## src/rtl/mem_cycle_ctrl_pkg.sv

```systemverilog
// Shared definitions for the CPU memory cycle controller:
// bank-register addresses, field positions, timeout and FSM states.
package mem_cycle_ctrl_pkg;

  localparam logic [11:0] EB_ADDR = 12'h003;
  localparam logic [11:0] FB_ADDR = 12'h004;
  localparam logic [11:0] BB_ADDR = 12'h006;

  localparam int EB_LSB    = 8;
  localparam int FB_LSB    = 10;
  localparam int BB_EB_LSB = 0;

  localparam int TIMEOUT = 15;

  typedef enum logic [1:0] {
    ST_IDLE,
    ST_REG,
    ST_MEM,
    ST_DONE
  } state_e;

  function automatic logic isBankReg(input logic [11:0] addr);
    return (addr == EB_ADDR) || (addr == FB_ADDR) || (addr == BB_ADDR);
  endfunction

endpackage

```

## src/rtl/mem_cycle_ctrl_banks.sv

```systemverilog
// Bank register storage (eBank, fBank, superBank) with the register read
// mux and the deferred superbank update applied when the FSM returns to idle.
module mem_bank_regs
  import mem_cycle_ctrl_pkg::*;
(
  input  logic        clk_i,
  input  logic        reset_i,
  input  logic        inIdle_i,
  input  logic        enterIdle_i,
  input  logic        regWe_i,
  input  logic [11:0] regAddr_i,
  input  logic [15:0] regWdata_i,
  input  logic        sbWe_i,
  input  logic        sbData_i,
  output logic [2:0]  eBank_o,
  output logic [4:0]  fBank_o,
  output logic        superBank_o,
  output logic [15:0] regRdata_o
);

  logic [2:0] eBank_q, eBank_d;
  logic [4:0] fBank_q, fBank_d;
  logic       sb_q, sb_d;
  logic       pend_q, pend_d;
  logic       pendVal_q, pendVal_d;
  logic       unusedWdata;

  assign unusedWdata = ^{regWdata_i[15], regWdata_i[7:3]};

  // BB is only a second view of the same eBank/fBank storage.
  always_comb begin
    regRdata_o = '0;
    case (regAddr_i)
      EB_ADDR: regRdata_o[EB_LSB +: 3] = eBank_q;
      FB_ADDR: regRdata_o[FB_LSB +: 5] = fBank_q;
      BB_ADDR: begin
        regRdata_o[FB_LSB +: 5]    = fBank_q;
        regRdata_o[BB_EB_LSB +: 3] = eBank_q;
      end
      default: regRdata_o = '0;
    endcase
  end

  always_comb begin
    eBank_d   = eBank_q;
    fBank_d   = fBank_q;
    sb_d      = sb_q;
    pend_d    = pend_q;
    pendVal_d = pendVal_q;
    if (regWe_i) begin
      case (regAddr_i)
        EB_ADDR: eBank_d = regWdata_i[EB_LSB +: 3];
        FB_ADDR: fBank_d = regWdata_i[FB_LSB +: 5];
        BB_ADDR: begin
          fBank_d = regWdata_i[FB_LSB +: 5];
          eBank_d = regWdata_i[BB_EB_LSB +: 3];
        end
        default: ;
      endcase
    end
    // A strobe on the very edge back into idle is the latest one, so it wins.
    if (inIdle_i) begin
      if (sbWe_i) sb_d = sbData_i;
    end else if (enterIdle_i) begin
      if (sbWe_i)      sb_d = sbData_i;
      else if (pend_q) sb_d = pendVal_q;
      pend_d = 1'b0;
    end else if (sbWe_i) begin
      pend_d    = 1'b1;
      pendVal_d = sbData_i;
    end
  end

  always_ff @(posedge clk_i or posedge reset_i) begin
    if (reset_i) begin
      eBank_q   <= '0;
      fBank_q   <= '0;
      sb_q      <= 1'b0;
      pend_q    <= 1'b0;
      pendVal_q <= 1'b0;
    end else begin
      eBank_q   <= eBank_d;
      fBank_q   <= fBank_d;
      sb_q      <= sb_d;
      pend_q    <= pend_d;
      pendVal_q <= pendVal_d;
    end
  end

  assign eBank_o     = eBank_q;
  assign fBank_o     = fBank_q;
  assign superBank_o = sb_q;

endmodule

```

## src/rtl/mem_cycle_ctrl.sv

```systemverilog
// CPU memory cycle controller: captures a CPU request, serves bank registers
// internally, blocks fixed-memory writes and runs a timed memory access.
module mem_cycle_ctrl
  import mem_cycle_ctrl_pkg::*;
(
  input  logic        clk_i,
  input  logic        reset_i,
  input  logic        cpuReq_i,
  input  logic        cpuWe_i,
  input  logic [11:0] cpuAddr_i,
  input  logic [15:0] cpuWdata_i,
  output logic        cpuAck_o,
  output logic [15:0] cpuRdata_o,
  output logic        cpuFault_o,
  input  logic        sbWe_i,
  input  logic        sbData_i,
  output logic [11:0] memAddr_o,
  output logic [2:0]  eBank_o,
  output logic [4:0]  fBank_o,
  output logic        superBank_o,
  output logic        memReq_o,
  output logic        memWe_o,
  output logic [15:0] memWdata_o,
  input  logic [15:0] memRdata_i,
  input  logic        memAck_i
);

  state_e      state_q, state_d;
  logic        we_q, we_d;
  logic [11:0] addr_q, addr_d;
  logic [15:0] wdata_q, wdata_d;
  logic [3:0]  cnt_q, cnt_d;
  logic [15:0] rdata_q, rdata_d;
  logic        fault_q, fault_d;
  logic [15:0] regRdata;
  logic        inIdle, enterIdle, regWe;

  assign inIdle    = (state_q == ST_IDLE);
  assign enterIdle = (state_q != ST_IDLE) && (state_d == ST_IDLE);
  assign regWe     = (state_q == ST_REG) && we_q;

  mem_bank_regs u_banks (
    .clk_i       (clk_i),
    .reset_i     (reset_i),
    .inIdle_i    (inIdle),
    .enterIdle_i (enterIdle),
    .regWe_i     (regWe),
    .regAddr_i   (addr_q),
    .regWdata_i  (wdata_q),
    .sbWe_i      (sbWe_i),
    .sbData_i    (sbData_i),
    .eBank_o     (eBank_o),
    .fBank_o     (fBank_o),
    .superBank_o (superBank_o),
    .regRdata_o  (regRdata)
  );

  always_comb begin
    state_d    = state_q;
    we_d       = we_q;
    addr_d     = addr_q;
    wdata_d    = wdata_q;
    cnt_d      = cnt_q;
    rdata_d    = rdata_q;
    fault_d    = fault_q;
    cpuAck_o   = 1'b0;
    cpuRdata_o = '0;
    cpuFault_o = 1'b0;
    memReq_o   = 1'b0;
    memWe_o    = 1'b0;
    memWdata_o = '0;
    case (state_q)
      ST_IDLE: begin
        cnt_d   = '0;
        rdata_d = '0;
        fault_d = 1'b0;
        if (cpuReq_i) begin
          we_d    = cpuWe_i;
          addr_d  = cpuAddr_i;
          wdata_d = cpuWdata_i;
          if (isBankReg(cpuAddr_i)) begin
            state_d = ST_REG;
          end else if (cpuWe_i && (cpuAddr_i[11:10] != 2'b00)) begin
            state_d = ST_DONE;
            fault_d = 1'b1;
          end else begin
            state_d = ST_MEM;
          end
        end
      end
      ST_REG: begin
        cpuAck_o   = 1'b1;
        cpuRdata_o = we_q ? 16'h0000 : regRdata;
        state_d    = ST_IDLE;
      end
      ST_MEM: begin
        memReq_o   = 1'b1;
        memWe_o    = we_q;
        memWdata_o = wdata_q;
        cnt_d      = cnt_q + 4'd1;
        // An ack on the final allowed cycle still beats the timeout.
        if (memAck_i) begin
          rdata_d = we_q ? 16'h0000 : memRdata_i;
          state_d = ST_DONE;
        end else if (cnt_q == 4'(TIMEOUT - 1)) begin
          rdata_d = '0;
          fault_d = 1'b1;
          state_d = ST_DONE;
        end
      end
      ST_DONE: begin
        cpuAck_o   = 1'b1;
        cpuRdata_o = rdata_q;
        cpuFault_o = fault_q;
        state_d    = ST_IDLE;
      end
      default: state_d = ST_IDLE;
    endcase
  end

  always_ff @(posedge clk_i or posedge reset_i) begin
    if (reset_i) begin
      state_q <= ST_IDLE;
      we_q    <= 1'b0;
      addr_q  <= '0;
      wdata_q <= '0;
      cnt_q   <= '0;
      rdata_q <= '0;
      fault_q <= 1'b0;
    end else begin
      state_q <= state_d;
      we_q    <= we_d;
      addr_q  <= addr_d;
      wdata_q <= wdata_d;
      cnt_q   <= cnt_d;
      rdata_q <= rdata_d;
      fault_q <= fault_d;
    end
  end

  assign memAddr_o = addr_q;

endmodule

```

## config.mk

```make
export PLATFORM = sky130hd
export DESIGN_NAME = mem_cycle_ctrl
export DESIGN_NICKNAME = d
export VERILOG_FILES = /design/src/rtl/mem_cycle_ctrl_pkg.sv /design/src/rtl/mem_cycle_ctrl_banks.sv /design/src/rtl/mem_cycle_ctrl.sv
export SDC_FILE = /design/constraint.sdc
export NUM_CORES = 1
export LEC_CHECK = 0
export CAP_MARGIN = 40
export CORE_ASPECT_RATIO = 0.6
export CORE_MARGIN = 5
export CORE_UTILIZATION = 35
export CTS_CLUSTER_DIAMETER = 200
export DETAILED_ROUTE_END_ITERATION = 8
export PLACE_DENSITY = 0.63
export SKIP_CTS_REPAIR_TIMING = 1
export SLEW_MARGIN = 5
export SYNTH_ARGS = -nofsm -noshare
export SYNTH_HDL_FRONTEND = slang
export SYNTH_HIERARCHICAL = 1
export SYNTH_SLANG_ARGS = --single-unit
```

## constraint.sdc

```tcl
create_clock -name clk_i -period 5.94 [get_ports clk_i]
set_input_delay 1.188 -clock clk_i [delete_from_list [all_inputs] [get_ports clk_i]]
set_output_delay 1.188 -clock clk_i [all_outputs]
set_load 0.01 [all_outputs]
```

# ---- Word-level counts from Yosys, hierarchy flattened
# Cells that the tools add are included.
# W data, S select, Z words.
dict set report classes {
  reduce_logical 23
  n_bitwise 2
  n_addsub 1
  muxes 36
  eq_ne 15
}
# operator count
set ops {}
lappend ops {{$mux W16} 4}
lappend ops {{$pmux W16 S2} 2}
lappend ops {{$eq A12 B3 Y1 const B} 4}
lappend ops {{$eq A12 B2 Y1 const B} 2}
lappend ops {{$mux W1} 17}
lappend ops {{$mux W15} 1}
lappend ops {{$reduce_bool A2 Y1} 6}
lappend ops {{$mux W2} 5}
lappend ops {{$reduce_and A2 Y1} 5}
lappend ops {{$reduce_and A3 Y1} 3}
lappend ops {{$pmux W4 S2} 1}
lappend ops {{$ne A2 B2 Y1 const B} 3}
lappend ops {{$pmux W2 S3} 1}
lappend ops {{$pmux W3 S2} 1}
lappend ops {{$add A4 B1 Y4 const B} 1}
lappend ops {{$eq A2 B2 Y1 const B} 2}
lappend ops {{$eq A4 B4 Y1 const B} 1}
lappend ops {{$logic_not A2 Y1} 2}
lappend ops {{$mux W4} 1}
lappend ops {{$pmux W1 S2} 2}
lappend ops {{$reduce_or A2 Y1} 2}
lappend ops {{$logic_and A1 B1 Y1} 3}
lappend ops {{$mux W3} 1}
lappend ops {{$ne A3 B2 Y1 const B} 1}
lappend ops {{4 further kinds} 6}
dict set report totals {
  output_inout_bits 57
  reg_bits 63
  in_bits 51
}

# ---- Depth between registers and ports, before layout
dict set report logic_depth {
  ltp_word 10
  mapped_depth 6
  mapped_depth_nobuf 5
}

# ---- Cells and area by module
# The synthesis kept the hierarchy.
# module cells_per_inst seq_area_each_um2 area_per_inst_um2 instances
set by_module_without_submodules {}
lappend by_module_without_submodules {mem_cycle_ctrl 184 1301.2 2411.1 1}
lappend by_module_without_submodules {mem_bank_regs 69 275.3 705.7 1}

# ---- Least setup slack after synthesis
# OpenSTA, ideal clock, no wires.
dict set report synth_timing {
  path_type {flip-flop to output port}
  start {register addr_q[6] (netlist: memAddr_o[6])}
  end {output cpuRdata_o[0]}
  arrival_time_ps 1739
  path_stages_with_launch 5
  slack_ps 3013
  path_cell_list {dfrtp_1 or4_4 nor4_4 and3_1 a22o_1}
}
dict set report synth_via {
  elab_chain_cells 4
}
# item line_no
set synth_rtl {}
lappend synth_rtl {{start: declaration} mem_cycle_ctrl.sv:30} ;# logic [11:0] addr_q, addr_d;
lappend synth_rtl {{start signal: assignment} mem_cycle_ctrl.sv:133} ;# addr_q <= addr_d;
lappend synth_rtl {{$eq A12 B3 Y1} mem_cycle_ctrl_banks.sv:33} ;# case (regAddr_i)
lappend synth_rtl {{$mux W3} mem_cycle_ctrl_banks.sv:33}
lappend synth_rtl {{net regRdata[0]} mem_cycle_ctrl.sv:35} ;# logic [15:0] regRdata;
lappend synth_rtl {{$mux W15} mem_cycle_ctrl.sv:93} ;# cpuRdata_o = we_q ? 16'h0000 : regRdata;
lappend synth_rtl {{$pmux W16 S2} mem_cycle_ctrl.sv:72} ;# case (state_q)
lappend synth_rtl {{end: declaration} mem_cycle_ctrl.sv:13} ;# output logic [15:0] cpuRdata_o,
# The timed path passes the listed nets, and every way through them passes these cells.

# ---- Worst setup path in the final report
dict set report layout_timing {
  start {register addr_q[6] (netlist: memAddr_o[6])}
  end {output cpuRdata_o[2]}
}
# The elaborated chain is that of the path after synthesis.

==> summary.md <==
| Metric | Value |
|---|---|
| Initial drt markers | `109` |
| First-pass GRT wire length | `13.9 mm` |
| Area of the placeable core | `8590 um2` |
| Layout filler cell count | `781` |
| Fraction of power consumed by sequential logic | `35.6%` |
| Number of sinks driven by the clock tree | `63` |
| Maximum number of pins on one net before global-route repair | `53` |
| Total DRC errors in the routed layout | `0` |
| Antenna Diode Count | `0` |
| Internal power summed over all cells | `1.41 mW` |
| Synthesized area | `3120 um2` |
| Placer congestion estimate | `0.753` |
| Cell-by-cell listing of the critical path | `or4_4, nor4_4, and3_1, a22o_1, clkdlybuf4s50_1` |
| Area taken by multi-input logic gates | `1390 um2` |
| Measured slew at the worst slew-check pin | `949 ps` |
| Required time of the worst setup path | `4750 ps` |
| Clk network pwr share | `25.6%` |
| Clock insertion delay at the later pin of the skew report | `330 ps` |
| Register area | `1580 um2` |
| Number of buffers inserted during clock tree synthesis | `9` |
| Endpoint arrival time on the critical path | `2730 ps` |
| Static power due to leakage | `1.95 nW` |
| Drt first pass iters | `4` |
| Post-detailed-placement half-perimeter wirelength | `6.12 mm` |
| Number of enable flip-flop cells after synthesis | `0` |
| Crit-path max cell delay | `590 ps` |
| Via Count | `2371` |
| Total setup violations reported at the end of the flow | `0` |
| X dimension of the die | `132 um` |
| Non-filler instance count after layout | `475` |
| Count of endpoints failing hold in the final timing report | `0` |
| Number of instances in the synthesized netlist | `253` |
| CTS root buffer | `sky130_fd_sc_hd__clkbuf_16` |
| Dominant delay contributor by cell family on the critical path | `simple AND/OR/NAND/NOR gates` |
| Final Power | `2.10 mW` |
| Most common flop cell mapped by yosys | `sky130_fd_sc_hd__dfrtp_1` |
| Classification of the worst setup path | `flip-flop to primary output` |
| Share of flip-flops with an asynchronous set or reset | `100%` |
| Largest fanout on the critical path | `8` |
| Number of nets still failing antenna checks after routing | `0` |
| Register bit count reported by yosys | `63` |
| Effective utilization at floorplan | `36.3%` |
| Maximum level of the CTS H-tree | `3` |
| Dominant combinational cell family by area after synthesis | `simple AND/OR/NAND/NOR gates` |
| Setup repair after global routing missed its margin | `no` |
| Count of yosys warnings during synthesis | `6` |
| Crit end category | `primary output` |
| Die Ht | `83.1 um` |
| Layout overhead on the synthesized area | `45.2%` |
| Buffers and inverters on the worst path | `1` |
| Average size of a mapped cell | `12.3 um2` |
| Total power per unit cell area | `464 nW/um2` |
| Register clock-pin slew on the reported worst setup and hold paths | `50 ps` |
| Comb pwr share | `38.8%` |
| Seq/Total Area, Yosys | `50.6%` |
| Die ar. | `11000 um2` |
| Final #Nets | `411` |
| Slowest cell on the critical path | `sky130_fd_sc_hd__or4_4` |
| Number of max-cap violations | `0` |
| Multiplexer area fraction after synthesis | `13.9%` |
| Total GRT Usage | `16.0%` |
| Post-synthesis compound-gate area fraction | `14.3%` |
| Net Switching | `0.692 mW` |
| Dpl cells | `459` |
| Clock period minus worst slack | `3920 ps` |
| Adder-cell share of the synthesized area | `0.803%` |
| Site Rows | `26` |
| Pre-CTS setup slack | `2340 ps` |
| Post-route clock period utilization | `66.0%` |
| Worst rel slew slack | `36.7%` |
| Final Skew | `3.83 ps` |
| Final setup slack of the worst path | `2020 ps` |
| Vias per cell | `4.99` |
| Simple-Gate Fraction of Synth Area | `14.9%` |
| CTS tree | `yes` |
| Final slew viol count | `0` |
| Type of the worst min-delay path | `flip-flop to flip-flop` |
| Peak supply drop | `244 uV` |
| I/O pin total | `108` |
| Core utilization of the finished layout | `52.7%` |
| Number of global-route vias before repair | `2438` |
| # port buffers | `107` |
| Run status | `complete, no violations` |
| Setup total negative slack | `0 ps` |
| Drt wl/cell | `18.1 um` |
| Switching share of total power | `32.9%` |
| WL final | `8.57 mm` |
| Number of different library cells in the post-synthesis netlist | `47` |
| Max Root-Sink Buffers | `2` |
| Highest achievable clock rate | `255 MHz` |
| Fraction of synthesized cell area in xor and xnor cells | `0%` |
| Startpoint class of the critical path | `flip-flop` |
| Total grt overflow | `0` |
| Number of antenna violations at the first check in global routing | `0` |
| Layout cells sized above 1 | `16.5%` |
## per-stage QoR
| stage | hold WS (ps) | area, um2 |
|---|---|---|
| 4_1_cts | 500 | 4530 |
| 2_1_floorplan | 472 | 3140 |
| 3_3_place_gp | 481 | 4220 |
| 6_report | 496 | 4530 |
| 3_5_place_dp | 488 | 4220 |
| 5_1_grt | 512 | 4530 |
## final timing paths
path	startpoint	end	slack [ps]	cells past startpoint
max in group asynchronous	reset_i	wdata_q[12]$_DFFE_PP0P_	4100	3
min	wdata_q[4]$_DFFE_PP0P_	wdata_q[4]$_DFFE_PP0P_	500	1
min in group asynchronous	reset_i	u_banks/superBank_o$_DFFE_PP0P_	1240	2
min reg2reg	wdata_q[4]$_DFFE_PP0P_	wdata_q[4]$_DFFE_PP0P_	500	1
max reg2reg	state_q[0]$_DFF_PP0_	u_banks/eBank_o[0]$_DFFE_PP0P_	3730	5
max	memAddr_o[6]$_DFFE_PP0P_	cpuRdata_o[2]	2020	5
## layer usage
layer	up-vias	part of all wire, %	GRT usage (%)
met5	-	0	0
met1	1148	50	22.8
li1	1126	-	-
met2	88	39	20.9
met4	0	1.2	4.48
met3	9	9.9	8.21
## worst reg2reg max path, stage by stage, from the launching register on
cell,delay [ps]
sky130_fd_sc_hd__dfrtp_1,720
sky130_fd_sc_hd__and3b_1,370
sky130_fd_sc_hd__nand4bb_1,120
sky130_fd_sc_hd__a2111oi_0,700
sky130_fd_sc_hd__nor2_1,80
sky130_fd_sc_hd__a21oi_1,140
## power by group through the flow
| stage | logic [mW] | clock network [mW] | registers [mW] |
|---|---|---|---|
| after floorplan | 0.490 | 0 | 0.713 |
| after global placement | 0.814 | 0 | 0.744 |
| after detailed placement | 0.821 | 0 | 0.751 |
| after CTS | 0.829 | 0.550 | 0.748 |
| after global routing | 0.887 | 0.568 | 0.777 |
| final | 0.815 | 0.537 | 0.749 |
## synth_stat cells, types with 2 or more instances
cell                       number  area, um2
sky130_fd_sc_hd__a21o_1         2       15.0
sky130_fd_sc_hd__a21oi_1        7       35.0
sky130_fd_sc_hd__a22o_1        33        289
sky130_fd_sc_hd__and2_1        22        138
sky130_fd_sc_hd__and3_1         5       31.3
sky130_fd_sc_hd__and4_1         2       17.5
sky130_fd_sc_hd__buf_2          2       10.0
sky130_fd_sc_hd__buf_4          8       60.1
sky130_fd_sc_hd__buf_6          5       56.3
sky130_fd_sc_hd__clkbuf_1       4       15.0
sky130_fd_sc_hd__dfrtp_1       63       1580
sky130_fd_sc_hd__ha_1           2       25.0
sky130_fd_sc_hd__inv_1          6       22.5
sky130_fd_sc_hd__mux2_1         2       22.5
sky130_fd_sc_hd__mux2_2        29        327
sky130_fd_sc_hd__mux2_4         5       75.1
sky130_fd_sc_hd__nand2_1        4       15.0
sky130_fd_sc_hd__nand2b_1       3       18.8
sky130_fd_sc_hd__nand3_1        2       10.0
sky130_fd_sc_hd__nor2_1         8       30.0
sky130_fd_sc_hd__nor2b_1        3       18.8
sky130_fd_sc_hd__nor3_1         2       10.0
sky130_fd_sc_hd__nor3b_4        3       56.3
sky130_fd_sc_hd__o21ai_0        6       30.0
sky130_fd_sc_hd__o22ai_1        3       18.8
## cell type report
class / instances / share of cell area (%)
multi-input combinational: 169 / 30.7
sequential: 63 / 34.8
clock inverter: 3 / 0.885
inverter: 6 / 0.498
clock buffer: 13 / 5.97
tap: 112 / 3.10
timing repair buffer: 109 / 24.0
## cell usage in the layout, fill, tap and decap left out, types with 4 or more instances in the layout
master                            count
sky130_fd_sc_hd__a21oi_1              7
sky130_fd_sc_hd__a22o_1              33
sky130_fd_sc_hd__and2_1              22
sky130_fd_sc_hd__and3_1               5
sky130_fd_sc_hd__clkbuf_16            9
sky130_fd_sc_hd__clkdlybuf4s50_1    107
sky130_fd_sc_hd__conb_1               6
sky130_fd_sc_hd__dfrtp_1             63
sky130_fd_sc_hd__inv_1                5
sky130_fd_sc_hd__mux2_2              29
sky130_fd_sc_hd__mux2_4               5
sky130_fd_sc_hd__nand2_1              4
sky130_fd_sc_hd__nor2_1               8
sky130_fd_sc_hd__o21ai_0              6
## kinds of logic (layout without fill, tap and decap cells)
| family | after synthesis | in the layout |
|---|---|---|
| simple gates | 66 | 66 |
| flops | 63 | 63 |
| compound gates | 58 | 58 |
| mux | 37 | 37 |
| buf+inv | 26 | 131 |
| fa+ha+maj | 2 | 2 |
| other cells | 1 | 6 |
## state kept, by name, summed over array words and instances (netlist names), 2 cells and up
register,count
cnt_q,4
memAddr_o,12
u_banks/eBank_o,3
state_q,2
u_banks/fBank_o,5
rdata_q,16
wdata_q,16
Power figures use the tool's default switching activity.
